File: src/rtl/jt51_wrseq_pkg.sv
`default_nettype none
// ============================================================================
// Module   : jt51_wrseq_pkg
// Purpose  : Shared constants for the YM2151 write sequencer: FSM state
//            encoding and the FIFO entry layout {addr, data}.
// Revision : 1.0 - initial release
// ============================================================================
package jt51_wrseq_pkg;

    // One queued register write: address in [15:8], data in [7:0]
    localparam int c_ENTRY_W = 16;

    typedef logic [2:0] wrseq_state_t;

    localparam wrseq_state_t ST_IDLE  = 3'd0;
    localparam wrseq_state_t ST_ADDR  = 3'd1;
    localparam wrseq_state_t ST_GAPW  = 3'd2;
    localparam wrseq_state_t ST_DATA  = 3'd3;
    localparam wrseq_state_t ST_ARM   = 3'd4;
    localparam wrseq_state_t ST_WAITB = 3'd5;

    function automatic logic [c_ENTRY_W-1:0] pack_entry(input logic [7:0] addr,
                                                        input logic [7:0] data);
        return {addr, data};
    endfunction

endpackage
`default_nettype wire

File: src/rtl/jt51_wrseq_fifo.sv
`default_nettype none
// ============================================================================
// Module   : jt51_wrseq_fifo
// Purpose  : Single-clock FIFO of 2**AW {addr,data} entries with a
//            synchronous flush; the head entry is always visible on dout.
// Revision : 1.0 - initial release
// ============================================================================
module jt51_wrseq_fifo
    import jt51_wrseq_pkg::*;
#(
    parameter int AW = 3
) (
    input  logic                 clk,
    input  logic                 rst_n,
    input  logic                 push,
    input  logic                 pop,
    input  logic                 flush,
    input  logic [c_ENTRY_W-1:0] din,
    output logic [c_ENTRY_W-1:0] dout,
    output logic [AW:0]          level
);

    logic [c_ENTRY_W-1:0] r_mem [2**AW];
    logic [AW-1:0]        r_wr_ptr;
    logic [AW-1:0]        r_rd_ptr;
    logic [AW:0]          r_level;

    // Storage array: written on accepted pushes only, never reset
    always_ff @(posedge clk) begin
        if (push && !flush) begin
            r_mem[r_wr_ptr] <= din;
        end
    end

    // Pointers and occupancy; flush wins over push and pop
    always_ff @(posedge clk or negedge rst_n) begin
        if (!rst_n) begin
            r_wr_ptr <= '0;
            r_rd_ptr <= '0;
            r_level  <= '0;
        end else if (flush) begin
            r_wr_ptr <= '0;
            r_rd_ptr <= '0;
            r_level  <= '0;
        end else begin
            if (push) r_wr_ptr <= r_wr_ptr + 1'b1;
            if (pop)  r_rd_ptr <= r_rd_ptr + 1'b1;
            if (push && !pop)      r_level <= r_level + 1'b1;
            else if (!push && pop) r_level <= r_level - 1'b1;
        end
    end

    assign dout  = r_mem[r_rd_ptr];
    assign level = r_level;

endmodule
`default_nettype wire

File: src/rtl/jt51_wrseq.sv
`default_nettype none
// ============================================================================
// Module   : jt51_wrseq
// Purpose  : Host-side write sequencer for the YM2151 register interface.
//            Queues {addr,data} pairs and replays each as an address strobe,
//            GAP idle cycles, a data strobe, then waits for busy to clear.
//            Optional macro JT51_WRSEQ_ADDRSKIP_EN skips the address strobe
//            when the head address repeats the last one strobed.
// Revision : 1.0 - initial release
// ============================================================================
module jt51_wrseq
    import jt51_wrseq_pkg::*;
#(
    parameter int AW  = 3,
    parameter int GAP = 1
) (
    input  logic          clk,
    input  logic          rst_n,
    input  logic          cen,
    input  logic          in_valid,
    output logic          in_ready,
    input  logic [7:0]    in_addr,
    input  logic [7:0]    in_data,
    input  logic          flush,
    output logic          write,
    output logic          a0,
    output logic [7:0]    dout,
    input  logic          busy,
    output logic [AW:0]   level,
    output logic          idle
);

    localparam logic [AW:0] c_DEPTH    = {1'b1, {AW{1'b0}}};
    localparam logic [2:0]  c_GAP_LAST = 3'(GAP - 1);

    wrseq_state_t         r_state, w_state_nxt;
    logic [2:0]           r_gap_cnt, w_gap_nxt;
    logic [7:0]           r_data, w_data_nxt;
    logic                 r_write, w_write_nxt;
    logic                 r_a0, w_a0_nxt;
    logic [7:0]           r_dout, w_dout_nxt;
    logic                 w_push, w_pop, w_skip;
    logic [c_ENTRY_W-1:0] w_head;
    logic                 w_unused_cen;

    // cen only matters to the timeout variant; kept on the port for pin compatibility
    assign w_unused_cen = cen;

    assign in_ready = (level != c_DEPTH);
    assign w_push   = in_valid && in_ready && !flush;
    assign w_pop    = (r_state == ST_DATA);

    jt51_wrseq_fifo #(
        .AW    (AW)
    ) u_fifo (
        .clk   (clk),
        .rst_n (rst_n),
        .push  (w_push),
        .pop   (w_pop),
        .flush (flush),
        .din   (pack_entry(in_addr, in_data)),
        .dout  (w_head),
        .level (level)
    );

`ifdef JT51_WRSEQ_ADDRSKIP_EN
    logic [7:0] r_last_addr;
    logic       r_last_vld;

    assign w_skip = r_last_vld && (w_head[15:8] == r_last_addr);

    // Remember the address of the last ADDR strobe; flush forgets it
    always_ff @(posedge clk or negedge rst_n) begin
        if (!rst_n) begin
            r_last_addr <= 8'h00;
            r_last_vld  <= 1'b0;
        end else if (flush) begin
            r_last_vld  <= 1'b0;
        end else if (r_state == ST_IDLE && w_state_nxt == ST_ADDR) begin
            r_last_addr <= w_head[15:8];
            r_last_vld  <= 1'b1;
        end
    end
`else
    assign w_skip = 1'b0;
`endif

    // Next-state and next-output logic; outputs are registered one cycle later
    always_comb begin
        w_state_nxt = r_state;
        w_gap_nxt   = r_gap_cnt;
        w_data_nxt  = r_data;
        w_write_nxt = 1'b0;
        w_a0_nxt    = r_a0;
        w_dout_nxt  = r_dout;
        case (r_state)
            ST_IDLE: begin
                if (level != '0 && !busy) begin
                    w_data_nxt  = w_head[7:0];
                    w_write_nxt = 1'b1;
                    if (w_skip) begin
                        w_state_nxt = ST_DATA;
                        w_a0_nxt    = 1'b1;
                        w_dout_nxt  = w_head[7:0];
                    end else begin
                        w_state_nxt = ST_ADDR;
                        w_a0_nxt    = 1'b0;
                        w_dout_nxt  = w_head[15:8];
                    end
                end
            end
            ST_ADDR: begin
                w_state_nxt = ST_GAPW;
                w_gap_nxt   = c_GAP_LAST;
            end
            ST_GAPW: begin
                if (r_gap_cnt == 3'd0) begin
                    w_state_nxt = ST_DATA;
                    w_write_nxt = 1'b1;
                    w_a0_nxt    = 1'b1;
                    w_dout_nxt  = r_data;
                end else begin
                    w_gap_nxt   = r_gap_cnt - 3'd1;
                end
            end
            // The head is popped while in DATA; ARM absorbs busy's set latency
            ST_DATA:  w_state_nxt = ST_ARM;
            ST_ARM:   w_state_nxt = ST_WAITB;
            ST_WAITB: if (!busy) w_state_nxt = ST_IDLE;
            default:  w_state_nxt = ST_IDLE;
        endcase
        if (flush) begin
            w_state_nxt = ST_IDLE;
            w_write_nxt = 1'b0;
        end
    end

    // State and output registers
    always_ff @(posedge clk or negedge rst_n) begin
        if (!rst_n) begin
            r_state   <= ST_IDLE;
            r_gap_cnt <= 3'd0;
            r_data    <= 8'h00;
            r_write   <= 1'b0;
            r_a0      <= 1'b0;
            r_dout    <= 8'h00;
        end else begin
            r_state   <= w_state_nxt;
            r_gap_cnt <= w_gap_nxt;
            r_data    <= w_data_nxt;
            r_write   <= w_write_nxt;
            r_a0      <= w_a0_nxt;
            r_dout    <= w_dout_nxt;
        end
    end

    assign write = r_write;
    assign a0    = r_a0;
    assign dout  = r_dout;
    assign idle  = (level == '0) && (r_state == ST_IDLE);

endmodule
`default_nettype wire
File: config.mk
export PLATFORM = sky130hd
export DESIGN_NAME = jt51_wrseq
export DESIGN_NICKNAME = d
export VERILOG_FILES = /design/src/rtl/jt51_wrseq_pkg.sv /design/src/rtl/jt51_wrseq_fifo.sv /design/src/rtl/jt51_wrseq.sv
export SDC_FILE = /design/constraint.sdc
export NUM_CORES = 1
export LEC_CHECK = 0
export CORE_ASPECT_RATIO = 1.2
export CORE_UTILIZATION = 25
export CTS_CLUSTER_DIAMETER = 120
export DETAILED_ROUTE_END_ITERATION = 7
export SKIP_LAST_GASP = 1
export SLEW_MARGIN = 40
export SYNTH_ARGS = -nofsm -noshare
export SYNTH_HDL_FRONTEND = slang
export SYNTH_SLANG_ARGS = --single-unit
File: constraint.sdc
create_clock -name clk -period 5 [get_ports clk]
set_input_delay 1.25 -clock clk [delete_from_list [all_inputs] [get_ports clk]]
set_output_delay 1.25 -clock clk [all_outputs]
set_load 0.02 [all_outputs]
Word-level counts from Yosys, hierarchy flattened
Memories as Yosys holds them, arrays and structs flattened. Index checks and enable logic that the tools add are counted.

$add $sub $neg: 5. Eq/ne operators: 12. Mux-type cells: 26. Reductions and logical operators: 24.

Operators with widths (count): two-way mux 3 bit (9); one-hot mux 3 bit (6 select lines) (1); two-way mux 8 bit (2); one-hot mux 8 bit (2 select lines) (1); two-way mux 4 bit (3); inequality test 3 bit (second input constant) (3); nonzero test 2 bit (4); logical AND 1 bit (7); two-way mux 1 bit (7); adder 3 x 1 -> 3 bit (second input constant) (2); equality test 3 x 2 -> 1 bit (second input constant) (2); equality test 3 bit (second input constant) (2); logical NOT 3 bit (2); inequality test 2 bit (second input constant) (3); one-hot mux 3 bit (2 select lines) (1); AND reduction 3 bit (2); adder 4 x 1 -> 4 bit (second input constant) (1); logical NOT 1 bit (4); logical NOT 4 bit (1); inequality test 4 bit (second input constant) (1); one-hot mux 1 bit (2 select lines) (2); AND reduction 2 bit (2); nonzero test 4 bit (1); subtractor 4 x 1 -> 4 bit (second input constant) (1); 3 further kinds (3).

Register bits: 34. Memory bits (writable): 128. Output and inout bits: 16. Memories kept: 1.

Memories: u_fifo.r_mem (words 8, bits a word 16, rd ports 1, clocked after memory_dff 0, wr ports 1, RTL line jt51_wrseq_fifo.sv:23) `logic [c_ENTRY_W-1:0] r_mem [2**AW];`.

Logic depth before layout (Yosys ltp)
Word-level depth: 8. Gate-level depth with buffers: 8.

By module
A second synthesis with hierarchy kept.

Cell total of the unflattened synthesis: 350. Area, all modules: 6730.2 µm².

By module, submodules not included: jt51_wrseq_fifo (instances 1, cells each 254, area each 5537.8 µm², sequential area each 4093.9 µm²); jt51_wrseq (instances 1, cells each 96, area each 1192.4 µm², sequential area each 600.6 µm²).

Worst setup path before layout
Ideal clock, no wire load.

Path kind: in2reg. From: in in_valid. To: mem u_fifo.r_mem[0][0], enable pin. Library setup time: 0.409 ns. Arrival: 2.836 ns. Required time: 4.591 ns. Setup slack: 1.755 ns. Cell stages on the path: 4. Cells stage by stage: inv_1 -> nor3_1 -> nand2b_1 -> nor3_1.

Word-level cells in the longest chain between the ends: 5.

RTL lines: from (decl) (RTL line jt51_wrseq.sv:20) `input logic in_valid,`; logical AND 1 bit (2 in a row) (RTL line jt51_wrseq.sv:50) `assign w_push = in_valid && in_ready && !flush;`; logical AND 1 bit (RTL line jt51_wrseq_fifo.sv:30) `if (push && !flush) begin`; two-way mux 1 bit (RTL line jt51_wrseq_fifo.sv:30); two-way mux 1 bit (not written as such) (RTL line jt51_wrseq_fifo.sv:31) `r_mem[r_wr_ptr] <= din;`; to (decl) (RTL line jt51_wrseq_fifo.sv:23).

No other way between the ends.

Final worst setup path
From: reg u_fifo.r_level[1] (netlist: u_fifo.level[1]). To: out idle.

Word-level cells in the longest chain between the ends: 2.

RTL lines: from (decl) (RTL line jt51_wrseq_fifo.sv:26) `logic [AW:0] r_level;`; from (signal assigned) (RTL line jt51_wrseq_fifo.sv:48) `if (push && !pop) r_level <= r_level + 1'b1;`; from (signal assigned) (RTL line jt51_wrseq_fifo.sv:49) `else if (!push && pop) r_level <= r_level - 1'b1;`; logical NOT 4 bit (RTL line jt51_wrseq.sv:160) `assign idle = (level == '0) && (r_state == ST_IDLE);`; logical AND 1 bit (RTL line jt51_wrseq.sv:160); to (decl) (RTL line jt51_wrseq.sv:30) `output logic idle`.

No other way between the ends.

==> results.ini <==
[run_status]
outcome = complete, no violations

[sta]
final_hold_viol_count = 0
tns_ns = 0
worst_pin_slew_ns = 0.670
maxSlewHeadroom = 0.552
setup_viol = 0
rsz0062_at_grt = no
skew_ns = 0.00686
worst_hold_slack_ns = 0.476
fin_crit_sh = 0.737
max_freq_mhz = 271
period_minus_slack_ns = 3.68
finalMaxSlewViolations = 0

[placed_design]
place_area_sq_um = 7360
port_buffers = 36
gp_congestion = 0.727
dp.cells = 743
hpwlAfterDp_um = 8410

[hold_path]
hold_path.startpoint = r_data[7]
holdPathEnd = r_data[7]
min_path_type = register to register
holdPathStages = 2

[drt]
first_pass_iters = 5
detail_route.iter0.violations = 204
vias = 3519
drc = 0
wl_per_cell_um = 17.5
viasPerCell = 4.54
ant_nets = 0
wirelength_um = 13600

[global_routing]
grt_pass1_vias = 3829
grt_max_degree = 35
track_usage = 0.109
grt_pass1_wl_um = 21600
overflow = 0
antenna_found_initial = 1

[clock_tree]
cts_max_path_buffers = 2
clk_pin_slew_ns = 0.06
clockRootBuffer = clkbuf_16
cts_made_buffers = 17
ctsHoldBuffers = 0
cts_tree = yes
htreeDepth = 4
cts_setup_buffers = 0
insertion_delay_ns = 0.42
post_cts_resized = 0
cts_sinks = 162

[synth]
syn_inst = 381
netlist.area_leader.share = 0.584
synth_compound_area_frac = 0.0432
synth_area_leaders = edfxtp_1 58%, dfrtp_1 13%, mux4_2 11%, nand2_1 2.3%, a22oi_1 1.4%
synth_edf_count = 128
syn-num-nets = 410
synth.distinct_cells = 46
synth-async-reset-ratio = 0.210
netlist_top_cells_count = 128 x edfxtp_1, 41 x nand2_1, 34 x dfrtp_1
synth-simple-area-share = 0.0801
ys_warn_count = 0
avgSynthCellArea_sq_um = 17.3
synth_area_sq_um = 6580
synth_xor_area_frac = 0.00799
synthAdderAreaFrac = 0.0145
synth_seq_cells = 162
yosysSeqAreaShare = 0.714
yosysTopAreaCell = edfxtp_1
synth_top_family_by_area = multiplexers
synth.mux.area_fraction = 0.119
synth.most_common_cell = edfxtp_1
synth_ff_type = edfxtp_1

[setup_path]
start_kind = register
crit_type = register to output pin
cp-end-kind = output pin
cp.arrival_ns = 2.43
r2r_slack_ns = 2.70
r2r-end = u_fifo.level[3]
r2r_cells = 8
reg2reg_from = u_fifo.level[1]
cp_max_fo = 6
critical_path_required_ns = 3.75

[cells_and_area]
finalCoreUtilization = 0.307
fillCellCount = 2464
num-nets-final = 461
final_cell_area_sq_um = 7890
regArea_sq_um = 4700
area_delta_synth_final_pct = 20.0
final_cells = 775
post_route_cells_drive_above_1_share = 0.209
multi_input_area_sq_um = 1770
n_antenna_cell = 0

[power_and_ir_drop]
peakVddDrop_mv = 0.278
power.density_nw_per_um2 = 454
p_leak_nw = 2.65

[floorplan]
boundaryPins = 38
dieArea_sq_um = 27000
die_w_um = 150
die_h_um = 180
initial_core_util = 0.256
design.core.area_sq_um = 25700
num_rows = 64

[flow_run]
cap_violations = 0

[through the flow]
step | setup WS [ns] | power (mW)
2_1_floorplan | 1.75 | 2.17
3_3_place_gp | 1.29 | 2.43
3_5_place_dp | 1.22 | 2.46
4_1_cts | 1.29 | 3.62
5_1_grt | 1.19 | 3.75
6_report | 1.32 | 3.58
[registers in the layout (all words and copies together) (netlist names)]
register	flops
write	1
r_gap_cnt	3
u_fifo.r_mem	128
a0	1
u_fifo.r_rd_ptr	3
u_fifo.level	4
r_state	3
dout	8
u_fifo.r_wr_ptr	3
r_data	8
[where the power goes]
| group | total (mW) | leakage [nW] | switching (mW) | internal [mW] |
|---|---|---|---|---|
| registers | 1.69 | 1.59 | 0.110 | 1.58 |
| clock network | 1.16 | 0.258 | 0.526 | 0.637 |
| logic | 0.732 | 0.798 | 0.403 | 0.329 |
[cells by family (layout without fill, tap and decap cells)]
| group | after synthesis | count (layout) |
|---|---|---|
| compound gates | 40 | 40 |
| flops | 162 | 162 |
| mux | 38 | 38 |
| buf+inv | 26 | 90 |
| xor+xnor | 6 | 6 |
| fa+ha+maj | 7 | 7 |
| simple gates | 102 | 102 |
[critical path, cell delays in order (launching register included)]
cell	delay (ns)
dfrtp_1	0.49
nor4_4	0.51
nor4b_1	0.34
clkdlybuf4s50_1	0.67
[worst max-delay path by stage]
stage | startpoint | endpoint
2_1_floorplan | in_valid | u_fifo.r_mem[0][0]
3_3_place_gp | flush | u_fifo.level[3]
3_5_place_dp | flush | u_fifo.level[3]
4_1_cts | u_fifo.level[1] | idle
5_1_grt | u_fifo.level[1] | idle
6_report | u_fifo.level[1] | idle
[cells in the final DEF (no fill, tap or decap), types with 12 or more instances in the layout]
cell             instances
edfxtp_1               128
nand2_1                 41
clkdlybuf4s50_1         35
dfrtp_1                 33
mux4_2                  32
nor2_1                  17
clkbuf_16               17
buf_4                   13
nand3_1                 12
a22oi_1                 12
[final cells by class]
| class | instances | share of cell area |
|---|---|---|
| Clock buffer | 17 | 0.0539 |
| Clock inverter | 15 | 0.0136 |
| Sequential cell | 162 | 0.595 |
| Multi-Input combinational cell | 193 | 0.224 |
| Tap cell | 330 | 0.0523 |
| Inverter | 10 | 0.00476 |
| Timing Repair Buffer | 48 | 0.0568 |
[routing by layer]
layer	part of all wire	routed length, um	track usage
met1	0.41	5550	0.125
met2	0.52	7080	0.183
met3	0.046	631	0.0365
met4	0.024	322	0.0485
met5	0	0	0
Power figures use the tool's default switching activity.
